===== src/rtl/jtframe_sdram_pkg.sv =====
// Shared types and helpers for the CPU-side SDRAM slot requesters.
package jtframe_sdram_pkg;

   localparam int SDRAM_AW = 22;
   localparam int LINE_W   = 32;
   localparam int WMASK_W  = 2;
   localparam int TAG_W    = SDRAM_AW - 1;

   typedef enum logic [2:0] {
      ST_IDLE,
      ST_REQ,
      ST_WAIT,
      ST_DONE,
      ST_ABORT
   } rqc_state_e;

   // Select the CPU-visible data from a 32-bit line. In byte mode the byte
   // lands in bits 7:0 so the caller can simply truncate to its data width.
   function automatic logic [15:0] line_pick(input logic [LINE_W-1:0] line,
                                             input logic              wsel,
                                             input logic              bsel,
                                             input logic              byte_mode);
      logic [15:0] word;
      word = wsel ? line[31:16] : line[15:0];
      if (byte_mode)
         return {8'h00, (bsel ? word[15:8] : word[7:0])};
      return word;
   endfunction

endpackage


===== src/rtl/jtframe_ram_rqc_line.sv =====
// One-line read cache: tag, valid bit and 32-bit data with a byte-merge port.
module jtframe_ram_rqc_line
   import jtframe_sdram_pkg::*;
(
   input  logic              clk,
   input  logic              rst_n,
   input  logic              flush_i,
   input  logic              load_i,
   input  logic [LINE_W-1:0] load_data_i,
   input  logic              wr_i,
   input  logic [3:0]        wr_be_i,
   input  logic [LINE_W-1:0] wr_data_i,
   input  logic [TAG_W-1:0]  tag_i,
   input  logic [TAG_W-1:0]  chk_tag_i,
   output logic              hit_o,
   output logic [LINE_W-1:0] data_o
);

   logic              valid_q;
   logic [TAG_W-1:0]  tag_q;
   logic [LINE_W-1:0] data_q;
   logic              merge_w;

   assign hit_o   = valid_q && (tag_q == chk_tag_i);
   assign merge_w = wr_i && valid_q && (tag_q == tag_i);
   assign data_o  = data_q;

   // Flush beats a fill so a line returned during flush is never kept.
   always_ff @(posedge clk or negedge rst_n) begin
      if (!rst_n) begin
         valid_q <= 1'b0;
         tag_q   <= '0;
         data_q  <= '0;
      end else begin
         if (flush_i) begin
            valid_q <= 1'b0;
         end else if (load_i) begin
            valid_q <= 1'b1;
            tag_q   <= tag_i;
            data_q  <= load_data_i;
         end
         if (merge_w) begin
            for (int b = 0; b < 4; b++) begin
               if (wr_be_i[b])
                  data_q[b*8 +: 8] <= wr_data_i[b*8 +: 8];
            end
         end
      end
   end

endmodule


===== src/rtl/jtframe_ram_rqc.sv =====
// CPU-side SDRAM slot requester with 8/16-bit data, byte masks, a one-line
// read cache, abort-safe completion and one queued back-to-back request.
//
//  state    | meaning
//  ---------+-----------------------------------------------------------
//  ST_IDLE  | no access in flight; waits for cs rising edge or pending
//  ST_REQ   | req raised, waiting for the arbiter to take it (we)
//  ST_WAIT  | request taken, waiting for din_ok
//  ST_DONE  | data_ok high, waiting for cs to fall
//  ST_ABORT | CPU dropped cs mid-access; finish SDRAM side silently
module jtframe_ram_rqc
   import jtframe_sdram_pkg::*;
#(
   parameter int AW    = 18,
   parameter int DW    = 8,
   parameter int CACHE = 1
) (
   input  logic                clk,
   input  logic                rst_n,
   input  logic [AW-1:0]       addr,
   input  logic [SDRAM_AW-1:0] offset,
   input  logic                cs,
   input  logic                wrin,
   input  logic [DW-1:0]       wrdata,
   input  logic                flush,
   input  logic                we,
   input  logic [LINE_W-1:0]   din,
   input  logic                din_ok,
   output logic                req,
   output logic                req_rnw,
   output logic [SDRAM_AW-1:0] sdram_addr,
   output logic [15:0]         sdram_din,
   output logic [WMASK_W-1:0]  sdram_wmask,
   output logic [DW-1:0]       dout,
   output logic                data_ok
);

   localparam logic BYTE_MODE = (DW == 8);

   if (DW != 8 && DW != 16) begin : g_bad_dw
      $error("jtframe_ram_rqc: DW must be 8 or 16");
   end

   rqc_state_e          state_q;
   logic                cs_q;
   logic                pend_q;
   logic                pend_wr_q;
   logic [AW-1:0]       pend_addr_q;
   logic [DW-1:0]       pend_data_q;
   logic                wsel_q;
   logic                bsel_q;
   logic                is_wr_q;
   logic                req_q;
   logic                req_rnw_q;
   logic                data_ok_q;
   logic [SDRAM_AW-1:0] sdram_addr_q;
   logic [15:0]         sdram_din_q;
   logic [WMASK_W-1:0]  wmask_q;
   logic [DW-1:0]       dout_q;

   logic                cs_rise_w;
   logic [AW-1:0]       src_addr_w;
   logic                src_wr_w;
   logic [DW-1:0]       src_data_w;
   logic [SDRAM_AW-1:0] addr_ext_w;
   logic [SDRAM_AW-1:0] wa_d;
   logic [SDRAM_AW-1:0] la_d;
   logic                bsel_d;
   logic [15:0]         wdata_d;
   logic [WMASK_W-1:0]  wmask_d;
   logic                go_w;
   logic                hit_w;
   logic                rd_hit_w;
   logic                cmp_w;
   logic [LINE_W-1:0]   line_w;
   logic [3:0]          line_be_w;

   assign cs_rise_w = cs && !cs_q;

   // A queued request takes precedence over the live CPU bus.
   assign src_addr_w = pend_q ? pend_addr_q : addr;
   assign src_wr_w   = pend_q ? pend_wr_q   : wrin;
   assign src_data_w = pend_q ? pend_data_q : wrdata;

   assign addr_ext_w = SDRAM_AW'(src_addr_w);
   assign wa_d       = (BYTE_MODE ? (addr_ext_w >> 1) : addr_ext_w) + offset;
   assign la_d       = {wa_d[SDRAM_AW-1:1], 1'b0};
   assign bsel_d     = BYTE_MODE && src_addr_w[0];
   assign wdata_d    = BYTE_MODE ? {2{src_data_w[7:0]}} : 16'(src_data_w);
   assign wmask_d    = BYTE_MODE ? (bsel_d ? 2'b10 : 2'b01) : 2'b11;

   assign go_w     = (state_q == ST_IDLE) && (cs_rise_w || pend_q);
   assign rd_hit_w = (CACHE != 0) && hit_w && !flush && !src_wr_w;

   // din_ok only counts when the slot holds a taken (or just-taken) request.
   always_comb begin
      cmp_w = 1'b0;
      case (state_q)
         ST_REQ:   cmp_w = we && din_ok;
         ST_WAIT:  cmp_w = din_ok;
         ST_ABORT: cmp_w = din_ok && (we || !req_q);
         default:  cmp_w = 1'b0;
      endcase
   end

   assign line_be_w = wsel_q ? {wmask_q, 2'b00} : {2'b00, wmask_q};

   jtframe_ram_rqc_line u_line (
      .clk         (clk),
      .rst_n       (rst_n),
      .flush_i     (flush),
      .load_i      (cmp_w && !is_wr_q),
      .load_data_i (din),
      .wr_i        (cmp_w && is_wr_q),
      .wr_be_i     (line_be_w),
      .wr_data_i   ({sdram_din_q, sdram_din_q}),
      .tag_i       (sdram_addr_q[SDRAM_AW-1:1]),
      .chk_tag_i   (wa_d[SDRAM_AW-1:1]),
      .hit_o       (hit_w),
      .data_o      (line_w)
   );

   // Request FSM with registered outputs; completion handling after the case
   // overrides the per-state next state.
   always_ff @(posedge clk or negedge rst_n) begin
      if (!rst_n) begin
         state_q      <= ST_IDLE;
         cs_q         <= 1'b0;
         pend_q       <= 1'b0;
         pend_wr_q    <= 1'b0;
         pend_addr_q  <= '0;
         pend_data_q  <= '0;
         wsel_q       <= 1'b0;
         bsel_q       <= 1'b0;
         is_wr_q      <= 1'b0;
         req_q        <= 1'b0;
         req_rnw_q    <= 1'b1;
         data_ok_q    <= 1'b0;
         sdram_addr_q <= '0;
         sdram_din_q  <= '0;
         wmask_q      <= '0;
         dout_q       <= '0;
      end else begin
         cs_q <= cs;

         if ((state_q == ST_ABORT || state_q == ST_DONE) && cs_rise_w) begin
            pend_q      <= 1'b1;
            pend_addr_q <= addr;
            pend_wr_q   <= wrin;
            pend_data_q <= wrdata;
         end

         case (state_q)
            ST_IDLE: begin
               if (go_w) begin
                  pend_q <= 1'b0;
                  wsel_q <= wa_d[0];
                  bsel_q <= bsel_d;
                  if (rd_hit_w) begin
                     dout_q    <= DW'(line_pick(line_w, wa_d[0], bsel_d, BYTE_MODE));
                     data_ok_q <= 1'b1;
                     state_q   <= ST_DONE;
                  end else begin
                     req_q        <= 1'b1;
                     req_rnw_q    <= !src_wr_w;
                     is_wr_q      <= src_wr_w;
                     sdram_addr_q <= src_wr_w ? wa_d : la_d;
                     wmask_q      <= src_wr_w ? wmask_d : 2'b00;
                     if (src_wr_w)
                        sdram_din_q <= wdata_d;
                     state_q <= ST_REQ;
                  end
               end
            end
            ST_REQ: begin
               if (we)
                  req_q <= 1'b0;
               if (!cs)
                  state_q <= ST_ABORT;
               else if (we)
                  state_q <= ST_WAIT;
            end
            ST_WAIT: begin
               if (!cs)
                  state_q <= ST_ABORT;
            end
            ST_ABORT: begin
               if (we)
                  req_q <= 1'b0;
            end
            ST_DONE: begin
               if (!cs) begin
                  data_ok_q <= 1'b0;
                  state_q   <= ST_IDLE;
               end
            end
            default: state_q <= ST_IDLE;
         endcase

         if (cmp_w) begin
            req_rnw_q <= 1'b1;
            if (state_q != ST_ABORT && cs) begin
               data_ok_q <= 1'b1;
               if (!is_wr_q)
                  dout_q <= DW'(line_pick(din, wsel_q, bsel_q, BYTE_MODE));
               state_q <= ST_DONE;
            end else begin
               state_q <= ST_IDLE;
            end
         end
      end
   end

   assign req         = req_q;
   assign req_rnw     = req_rnw_q;
   assign sdram_addr  = sdram_addr_q;
   assign sdram_din   = sdram_din_q;
   assign sdram_wmask = wmask_q;
   assign dout        = dout_q;
   assign data_ok     = data_ok_q;

endmodule


===== config.mk =====
export PLATFORM = sky130hd
export DESIGN_NAME = jtframe_ram_rqc
export DESIGN_NICKNAME = d
export VERILOG_FILES = /design/src/rtl/jtframe_sdram_pkg.sv /design/src/rtl/jtframe_ram_rqc_line.sv /design/src/rtl/jtframe_ram_rqc.sv
export SDC_FILE = /design/constraint.sdc
export NUM_CORES = 1
export LEC_CHECK = 0
export ABC_AREA = 1
export BUFFER_PORTS_ARGS = -buffer_cell sky130_fd_sc_hd__buf_2
export CELL_PAD_IN_SITES_DETAIL_PLACEMENT = 1
export CELL_PAD_IN_SITES_GLOBAL_PLACEMENT = 1
export CORE_MARGIN = 5
export CORE_UTILIZATION = 30
export CTS_BUF_LIST = sky130_fd_sc_hd__clkbuf_8
export DETAILED_ROUTE_END_ITERATION = 16
export PLACE_DENSITY = 0.7
export SLEW_MARGIN = 20
export SYNTH_ARGS = -nofsm -noshare
export SYNTH_HDL_FRONTEND = slang
export SYNTH_SLANG_ARGS = --single-unit

===== constraint.sdc =====
create_clock -name clk -period 3.5 [get_ports clk]
set_input_delay 0.175 -clock clk [delete_from_list [all_inputs] [get_ports clk]]
set_output_delay 0.175 -clock clk [all_outputs]
set_load 0.01 [all_outputs]

==> flow_summary.ini, run 1 <==
[status]
outcome = complete, no violations

[clock_tree]
clock_latency_ps = 480
path_clk_slew_ps = 120
h-tree-depth = 4
numCtsBuffers = 17
cts-root-buf = clkbuf_8
cts.sinks = 132
clk_path_buf_depth = 2
cts_tree = done

[placement]
hpwl_mm = 23.92
io_buffers = 137
dpl_cell_area_mm2 = 0.01019
gp_congestion = 0.8464

[sta]
rsz0062_at_grt = true
setup_viol = 0
maxSlewViolCount = 0
maxSlewHeadroom = 0.4270
finalCritPeriodShare = 0.9593
worstMarginPinSlew_ps = 859.5
fin_crit_ps = 3357
hold_viol = 0
fin_skew_ps = 31.83
setup_tns_ps = 0
max_freq_mhz = 297.9

[cells_and_area]
nNetsFinal = 1564
drive_gt1_frac = 0.2534
final_area_mm2 = 0.01132
final_cell_mix = nand2_1, inv_1, buf_2
mostFrequentLayoutCell = nand2_1
diodes = 0
area_growth_pct = 29.21
final_core_util = 0.3935

[run]
max_cap_viol_count = 0

[synthesis]
synth_top_area_cell = dfrtp_1
ys_types = 51
yosys_warnings = 0
synth_edf_count = 0
synth_area_mm2 = 0.008765
synth_top_area_frac = 0.3740
synth_seq_cells = 132
yosys_most_used_dff = dfrtp_1
synth_area_leaders = dfrtp_1, nand2_1, inv_1
syn_area_per_cell_um2 = 7.006
netlist_instances = 1251
syn_nets = 1356
async_flop_share = 1.000
synth-seq-area-share = 0.3770

[detailed_routing]
first_pass_iters = 4
postRouteAntennaNets = 0
drtIter0Drc = 496
drc = 0
viasPerCell = 4.886
wl_mm = 31.63
wl_per_cell_um = 17.04
num_vias = 9069

[pwr]
switching_share = 0.4843
power_frac_comb = 0.523
internal-power_mw = 4.655
p_seq_frac = 0.324
switchingPower_mw = 4.371
powerDensity_mw_per_mm2 = 797.0
clkPwrFrac = 0.153
p_total_mw = 9.026
worst_ir_drop_vdd_v = 0.0003952
p_leak_nw = 5.899

[setup_path]
arrival_ps = 3720
crit_fanout = 8
worst-setup-path-type = register to register
path_cells = buf_12, nand2_4, o21ai_2, ha_2, inv_2, fa_2, nor2_1, nor2_1, nand3_1, nor2_1, nand3_1, nor2_2, nand2_2, nor2_4, nand3_2, nor2_4, nand3_4, nand2_8, buf_12, buf_4, o21ai_1
critPathMostFrequentCell = nor2_1
cp_slowest_stage_delay_ps = 610
crit_path_end_kind = register
worst_ep_required_time_ps = 3860
startpoint_type = register
critPathSlowestCell = fa_2

[floorplanning]
die_w_um = 180.9
core.rowCount = 62
start_util = 0.3045
die_h_um = 180.9
core_area_mm2 = 0.02878
num_io_pins = 138
die_area_mm2 = 0.03273

[min_path]
min_path_type = primary input to register

[global_route]
grt_max_degree = 84
grt_first_pass_wirelength_mm = 50.05
gr-total-overflow = 0
grt_pass1_vias = 9432
antenna_found_initial = 0
track_usage = 0.1899
power groups by stage:
stage	combinational, mW	sequential, mW	clock [mW]
floorplan	2.87	2.78	0
global placement	4.26	2.90	0
detailed placement	4.39	2.93	0
CTS	4.44	2.91	1.43
global route	5.31	3.02	1.49
finish	4.72	2.93	1.38
final timing paths:
path,startpoint,endpoint,slack [ps],cells past startpoint
max,pend_q$_DFF_PN0_,sdram_addr[4]$_DFFE_PN0P_,140,21
min,din[5],u_line.data_o[5]$_DFF_PN0_,30,4
min reg2reg,pend_data_q[4]$_DFFE_PN0P_,pend_data_q[4]$_DFFE_PN0P_,500,2
max in group asynchronous,rst_n,req_rnw$_DFFE_PN1P_,2250,3
min in group asynchronous,rst_n,u_line.tag_q[14]$_DFFE_PN0P_,360,2
max reg2reg,pend_q$_DFF_PN0_,sdram_addr[4]$_DFFE_PN0P_,140,21
final cells by class:
type | count | area, um2
fillers | 3633 | 17460
multi-input cells | 888 | 4778
clock inverters | 15 | 182.7
clock buffers | 17 | 234.0
well taps | 384 | 480.5
flip-flops and latches | 132 | 3306
inverters | 184 | 690.7
repair buffers | 236 | 1653
sequential cells by signal, summed over array words and instances (netlist names), 2 cells and up:
| register | cells |
|---|---|
| sdram_wmask | 2 |
| sdram_din | 8 |
| dout | 8 |
| pend_addr_q | 18 |
| sdram_addr | 22 |
| pend_data_q | 8 |
| state_q | 3 |
| u_line.data_o | 32 |
| u_line.tag_q | 21 |
metrics by stage:
stage	hold slack (ps)	worst slack [ps]	instances
after floorplan	-120.6	306.5	1251
after global placement	315.6	107.5	1782
after detailed placement	316.1	48.11	1782
after CTS	3.180	36.22	1843
after global routing	17.00	-49.71	1856
final	34.36	142.6	1856
kinds of logic after synthesis:
| family | synth area share |
|---|---|
| and+or+nand+nor | 0.3016 |
| AOI/OAI and AO/OA | 0.1510 |
| buffers and inverters | 0.1099 |
| DFF | 0.3770 |
| muxes | 0.02784 |
| adders and majority gates | 0.02655 |
| xor gates and xnor gates | 0.005996 |
what timing repair did:
item                                   in CTS  in global routing
hold buffers                               29                  0
endpoints found under the hold margin     110                  0
setup endpoints to repair                   7                 37
gates cloned                                0                  5
gates resized for setup                     1                 79
buffers inserted                            0                  8
pin swaps                                   0                 35
per-layer routing:
metal,global-route usage,share of wire,up-vias
li1,-,-,4459
met1,0.2486,0.46,4418
met2,0.3353,0.50,163
met3,0.02594,0.028,29
met4,0.03932,0.012,0
met5,0,0,-
worst max-delay path, delay by kind of cell, from the launching register on:
kind            cells  cell delay (ps)
fa+ha+maj           2              810
simple gates       13             1360
compound gates      2              110
flops               1              540
buf+inv             4              440
cells in the mapped netlist, types with 5 or more instances:
cell type,instances
nand2_1,378
inv_1,171
dfrtp_1,131
o21ai_0,126
nand3_1,101
a21oi_1,53
nor2_1,53
o21ai_1,29
clkbuf_1,26
ha_1,17
nand2_2,13
inv_2,11
buf_4,10
nand3_2,10
o211ai_1,9
a31oi_1,8
mux2_4,8
nand4_1,8
nor2_2,7
o22ai_1,7
a21oi_2,6
mux2_2,6
nor3_1,6
buf_2,5
buf_6,5
mux2_1,5
xor2_1,5
Note: power is estimated with default switching activity, not from simulation.
==> run 2: changes to the inputs <==
--- a/config.mk
+++ b/config.mk
@@ -14,6 +14,7 @@
 export CTS_BUF_LIST = sky130_fd_sc_hd__clkbuf_8
 export DETAILED_ROUTE_END_ITERATION = 16
 export PLACE_DENSITY = 0.7
+export RECOVER_POWER = 25
 export SLEW_MARGIN = 20
 export SYNTH_ARGS = -nofsm -noshare
 export SYNTH_HDL_FRONTEND = slang
==> run 2 against run 1 <==
Against the previous run: the flow now finishes with violations (capacitance limit, slew limit); first-iteration DRC count is 2.6% higher; total power hardly changed; count of clock-buffer cells in the layout unchanged; global-route usage is the same; maximum frequency down 0.32%; die area is the same; critical path depth did not move; clock power is essentially flat; critical endpoint unchanged; register-to-register slack about the same; final cell count unchanged; combinational power about the same; wire length is essentially flat.
==> flow_summary.ini, run 2 (synthesis results as in run 1) <==
[detailed_routing]
wl_per_cell_um = 17.03
dr_wl_met2_mm = 15.94
num_vias = 9036
wl_met1_mm = 14.37
viasPerCell = 4.869
wl_met3_um = 934
drc = 0
drtIter0Drc = 509
first_pass_iters = 4
postRouteAntennaNets = 0
highest_layer = met4
wl_mm = 31.62

[setup_path]
crit_path_end_kind = register
startpoint_type = register
crit_fanout = 8
arrival_ps = 3730
worst-setup-path-type = register to register
worst_ep_required_time_ps = 3860
rrSetupSlack_ps = 130

[sta]
maxSlewHeadroom = -0.5083
rsz0062_at_grt = true
fin_skew_ps = 31.64
worstMarginPinSlew_ps = 2262
whs_ps = 34.59
maxSlewViolCount = 83
max_freq_mhz = 296.9
hold_viol = 0
setup_viol = 0
setup_slack_ps = 131.8
fin_crit_ps = 3368
finalCritPeriodShare = 0.9623

[global_route]
gr-total-overflow = 0
track_usage = 0.1899
antenna_found_initial = 0
grt_pass1_vias = 9432
grt_first_pass_wirelength_mm = 50.05
grt_max_degree = 84

[cells_and_area]
nNetsFinal = 1564
largest_reg_flops = 32
final_area_mm2 = 0.01132
fillers = 3635
diodes = 0
mostFrequentLayoutCell = nand2_1
fin_cells = 1856
drive_gt1_frac = 0.2527
area_growth_pct = 29.12
final_cell_mix = nand2_1, inv_1, buf_2

[placement]
hpwl_mm = 23.92
place_inst = 1782
dpl_cell_area_mm2 = 0.01019
dp_slack_ps = 48.11
gp_congestion = 0.8464
io_buffers = 137

[clock_tree]
clk_path_buf_depth = 2
cts-root-buf = clkbuf_8
cts.sinks = 132
clock_latency_ps = 490
cts_tree = done
path_clk_slew_ps = 120
numCtsBuffers = 17
h-tree-depth = 4

[min_path]
min_path_type = primary input to register

[floorplanning]
die_w_um = 180.9
die_h_um = 180.9
core.rowCount = 62
num_io_pins = 138
core_area_mm2 = 0.02878
start_util = 0.3045
die_area_mm2 = 0.03273

[pwr]
powerDensity_mw_per_mm2 = 797.6
p_leak_nw = 5.894
worst_ir_drop_vdd_v = 0.0003936

[run]
max_cap_viol_count = 1

[status]
violations = capacitance limit, slew limit
outcome = finished, violations left
## run 2: path summary, 6_finish.rpt
check / from / endpoint / cells after the start
max: pend_q$_DFF_PN0_ / sdram_addr[4]$_DFFE_PN0P_ / 21
min: din[5] / u_line.data_o[5]$_DFF_PN0_ / 4
max reg2reg: pend_q$_DFF_PN0_ / sdram_addr[4]$_DFFE_PN0P_ / 21
min reg2reg: pend_data_q[4]$_DFFE_PN0P_ / pend_data_q[4]$_DFFE_PN0P_ / 2
max in group asynchronous: rst_n / pend_q$_DFF_PN0_ / 2
min in group asynchronous: rst_n / u_line.tag_q[14]$_DFFE_PN0P_ / 2
## run 2: critical path, cell delays in order (launching register included)
cell and delay (ps):
dfrtp_2 530, buf_12 160, nand2_4 40, o21ai_2 60, ha_2 200, inv_2 40, fa_2 610, nor2_1 50
nor2_1 80, nand3_1 90, nor2_1 110, nand3_1 100, nor2_2 150, nand2_2 90, nor2_4 110, nand3_2 110
nor2_4 160, nand3_4 120, nand2_8 160, buf_12 130, buf_4 100, o21ai_1 50
## run 2: per-stage QoR
| step | util | total power [mW] | TNS [ps] |
|---|---|---|---|
| 2_1_floorplan | - | 5.650 | 0 |
| 3_3_place_gp | 0.3539 | 7.156 | 0 |
| 3_5_place_dp | 0.3539 | 7.323 | 0 |
| 4_1_cts | 0.3785 | 8.775 | 0 |
| 5_1_grt | 0.3932 | 9.820 | -706.5 |
| 6_report | 0.3932 | 9.027 | 0 |
## run 2: cell type report
class                      instances  area, um2  area share
multi-input combinational        888       4778      0.4222
sequential                       132       3306      0.2921
timing repair buffer             236       1645      0.1454
inverter                         184      690.7     0.06103
tap                              384      480.5     0.04245
clock buffer                      17      234.0     0.02067
clock inverter                    15      182.7     0.01614
## run 2: report_power, final
group,internal (mW),leakage (nW),switching (mW)
combinational,1.86,4.08,2.86
sequential,2.25,1.61,0.682
clock,0.553,0.207,0.831
total,4.65,5.89,4.37
## run 2: repair_timing
action / CTS / global route
endpoints found under the setup margin: 7 / 37
pin swaps: 0 / 35
cloned: 0 / 5
resized for setup: 1 / 79
endpoints found under the hold margin: 110 / 0
buffers inserted: 0 / 8
hold buffers: 29 / 0
## run 2: metal layers
| layer | vias to the layer above | track usage |
|---|---|---|
| met1 | 4388 | 0.2486 |
| met2 | 164 | 0.3353 |
| met4 | 0 | 0.03932 |
| met3 | 26 | 0.02594 |
| met5 | - | 0 |
| li1 | 4458 | - |
==> run 3: changes to the inputs <==
--- a/config.mk
+++ b/config.mk
@@ -10,10 +10,10 @@
 export CELL_PAD_IN_SITES_DETAIL_PLACEMENT = 1
 export CELL_PAD_IN_SITES_GLOBAL_PLACEMENT = 1
 export CORE_MARGIN = 5
-export CORE_UTILIZATION = 30
+export CORE_UTILIZATION = 35
 export CTS_BUF_LIST = sky130_fd_sc_hd__clkbuf_8
 export DETAILED_ROUTE_END_ITERATION = 16
-export PLACE_DENSITY = 0.7
+export PLACE_DENSITY = 0.78
 export RECOVER_POWER = 25
 export SLEW_MARGIN = 20
 export SYNTH_ARGS = -nofsm -noshare
==> run 3 against run 2 <==
Against the previous run: non-clock buffer count decreased by 23; sequential share of layout area increased by 0.22 points; maximum frequency decreased by 2.8%; total power increased by 1.7%; register-to-register slack got worse by 99 ps; critical path type unchanged; clock power increased by 6%; worst hold slack got worse by 18 ps; count of clock-buffer cells in the layout increased by 1; the flow still finishes with violations (capacitance limit, slew limit); via count increased by 2.0%; global-route usage increased by 2.6 points; final cell count decreased by 4.0%; largest cell class unchanged.
==> flow_summary.ini, run 3 (synthesis results as in run 1) <==
[cells_and_area]
largest_reg_flops = 32
nNetsFinal = 1542
fin_cells = 1781
final_area_mm2 = 0.01123
final_cell_mix = nand2_1, inv_1, buf_2
mostFrequentLayoutCell = nand2_1
drive_gt1_frac = 0.2634
fillers = 3150
area_growth_pct = 28.15

[clock_tree]
clk_path_buf_depth = 2
h-tree-depth = 4
cts.sinks = 132
cts_tree = done
path_clk_slew_ps = 100
cts-root-buf = clkbuf_8
clock_latency_ps = 470
numCtsBuffers = 17

[sta]
maxSlewViolCount = 90
fin_skew_ps = 23.24
worstMarginPinSlew_ps = 2517
max_freq_mhz = 288.5
finalCritPeriodShare = 0.9905
rsz0062_at_grt = true
hold_viol = 0
setup_viol = 0
maxSlewHeadroom = -0.6779
setup_slack_ps = 33.24
fin_crit_ps = 3467

[placement]
dpl_cell_area_mm2 = 0.009903
dp_slack_ps = -29.97
place_inst = 1701
hpwl_mm = 23.06
gp_congestion = 0.8895
io_buffers = 137

[setup_path]
cp-startpoint = pend_q$_DFF_PN0_
endpoint = sdram_addr[4]$_DFFE_PN0P_
arrival_ps = 3850
crit_fanout = 8
crit_path_end_kind = register
rr_endpoint = sdram_addr[4]$_DFFE_PN0P_
timing.rr.start = pend_q$_DFF_PN0_
worst_ep_required_time_ps = 3880
worst-setup-path-type = register to register
startpoint_type = register
rrSetupSlack_ps = 30
r2r_cells = 23

[min_path]
min_path_type = primary input to register
whs_path_depth = 3

[pwr]
worst_ir_drop_vdd_v = 0.0003167
powerDensity_mw_per_mm2 = 817.0
p_leak_nw = 5.831

[floorplanning]
die_h_um = 168.2
num_io_pins = 138
die_area_mm2 = 0.02831
core.rowCount = 58
die_w_um = 168.2
core_area_mm2 = 0.02489
start_util = 0.3521

[detailed_routing]
postRouteAntennaNets = 0
first_pass_iters = 5
drc = 0
wl_per_cell_um = 18.13
num_vias = 9215
drtIter0Drc = 568
viasPerCell = 5.174
wl_mm = 32.28

[status]
outcome = finished, violations left
violations = capacitance limit, slew limit

[global_route]
grt_max_degree = 91
met3_usage = 0.03827
grt_use_met2 = 0.3800
grt_busiest_layer = met2
grt_first_pass_wirelength_mm = 49.42
grt_pass1_vias = 9649
antenna_found_initial = 1
track_usage = 0.2159
gr-total-overflow = 0
use_met1 = 0.2661

[run]
max_cap_viol_count = 1
-- run 3: worst max-delay path, stage by stage, from the launching register on --
cell and delay (ps):
dfrtp_2 510, clkbuf_16 200, o21ai_4 120, ha_2 210, inv_2 50, fa_2 410, inv_4 90, nand2_4 70
nand2_4 80, nand3_4 80, nand2_4 120, nand2_4 60, nand3b_1 70, nand2_1 60, nor2_2 120, nand2_1 90
nor2_2 140, nand3_2 130, nor2_4 170, nand3_4 140, nand2_8 170, clkbuf_16 180, nand2_2 40, o21ai_1 70
-- run 3: repair_timing --
action / 4_1_cts / 5_1_grt
setup endpoints to repair: 13 / 37
endpoints found under the hold margin: 112 / 1
hold buffers: 24 / 1
cloned: 0 / 7
buffers inserted: 2 / 13
pin swaps: 2 / 38
gates resized for setup: 3 / 117
-- run 3: stage by stage --
step                        util  power, mW  hold slack (ps)  TNS [ps]
after floorplan                -      5.650           -120.6         0
after global placement    0.3979      6.960            344.0         0
after detailed placement  0.3979      7.164            346.4    -96.26
after CTS                 0.4260      8.689            1.563         0
after global routing      0.4512      9.891           -2.433     -3230
final                     0.4512      9.176            16.85         0
-- run 3: layout make-up --
class | instances | area (um2) | share of cell area
multi-input cells | 889 | 4912 | 0.4373
flip-flops and latches | 132 | 3306 | 0.2943
inverters | 184 | 695.7 | 0.06194
repair buffers | 213 | 1473 | 0.1311
clock buffers | 18 | 247.7 | 0.02206
well taps | 330 | 412.9 | 0.03676
clock inverters | 14 | 182.7 | 0.01626
diodes | 1 | 2.502 | 0.0002228
-- run 3: worst min-delay path by stage --
stage | startpoint | endpoint | slack (ps)
final | addr[15] | pend_addr_q[15]$_DFFE_PN0P_ | 20
after global routing | addr[15] | pend_addr_q[15]$_DFFE_PN0P_ | -2
after CTS | wrdata[1] | pend_data_q[1]$_DFFE_PN0P_ | 2
after detailed placement | rst_n | pend_addr_q[11]$_DFFE_PN0P_ | 350
after global placement | rst_n | pend_addr_q[11]$_DFFE_PN0P_ | 340
after floorplan | rst_n | bsel_q$_DFFE_PN0P_ | -120
-- run 3: where the power goes --
part / switching (mW) / internal (mW)
combinational: 2.95 / 1.83
clock: 0.766 / 0.693
sequential: 0.688 / 2.25
-- run 3: layer usage --
metal,vias up,share of wire
li1,4404,-
met1,4510,0.43
met2,236,0.50
met3,65,0.037
met4,0,0.037
met5,-,0
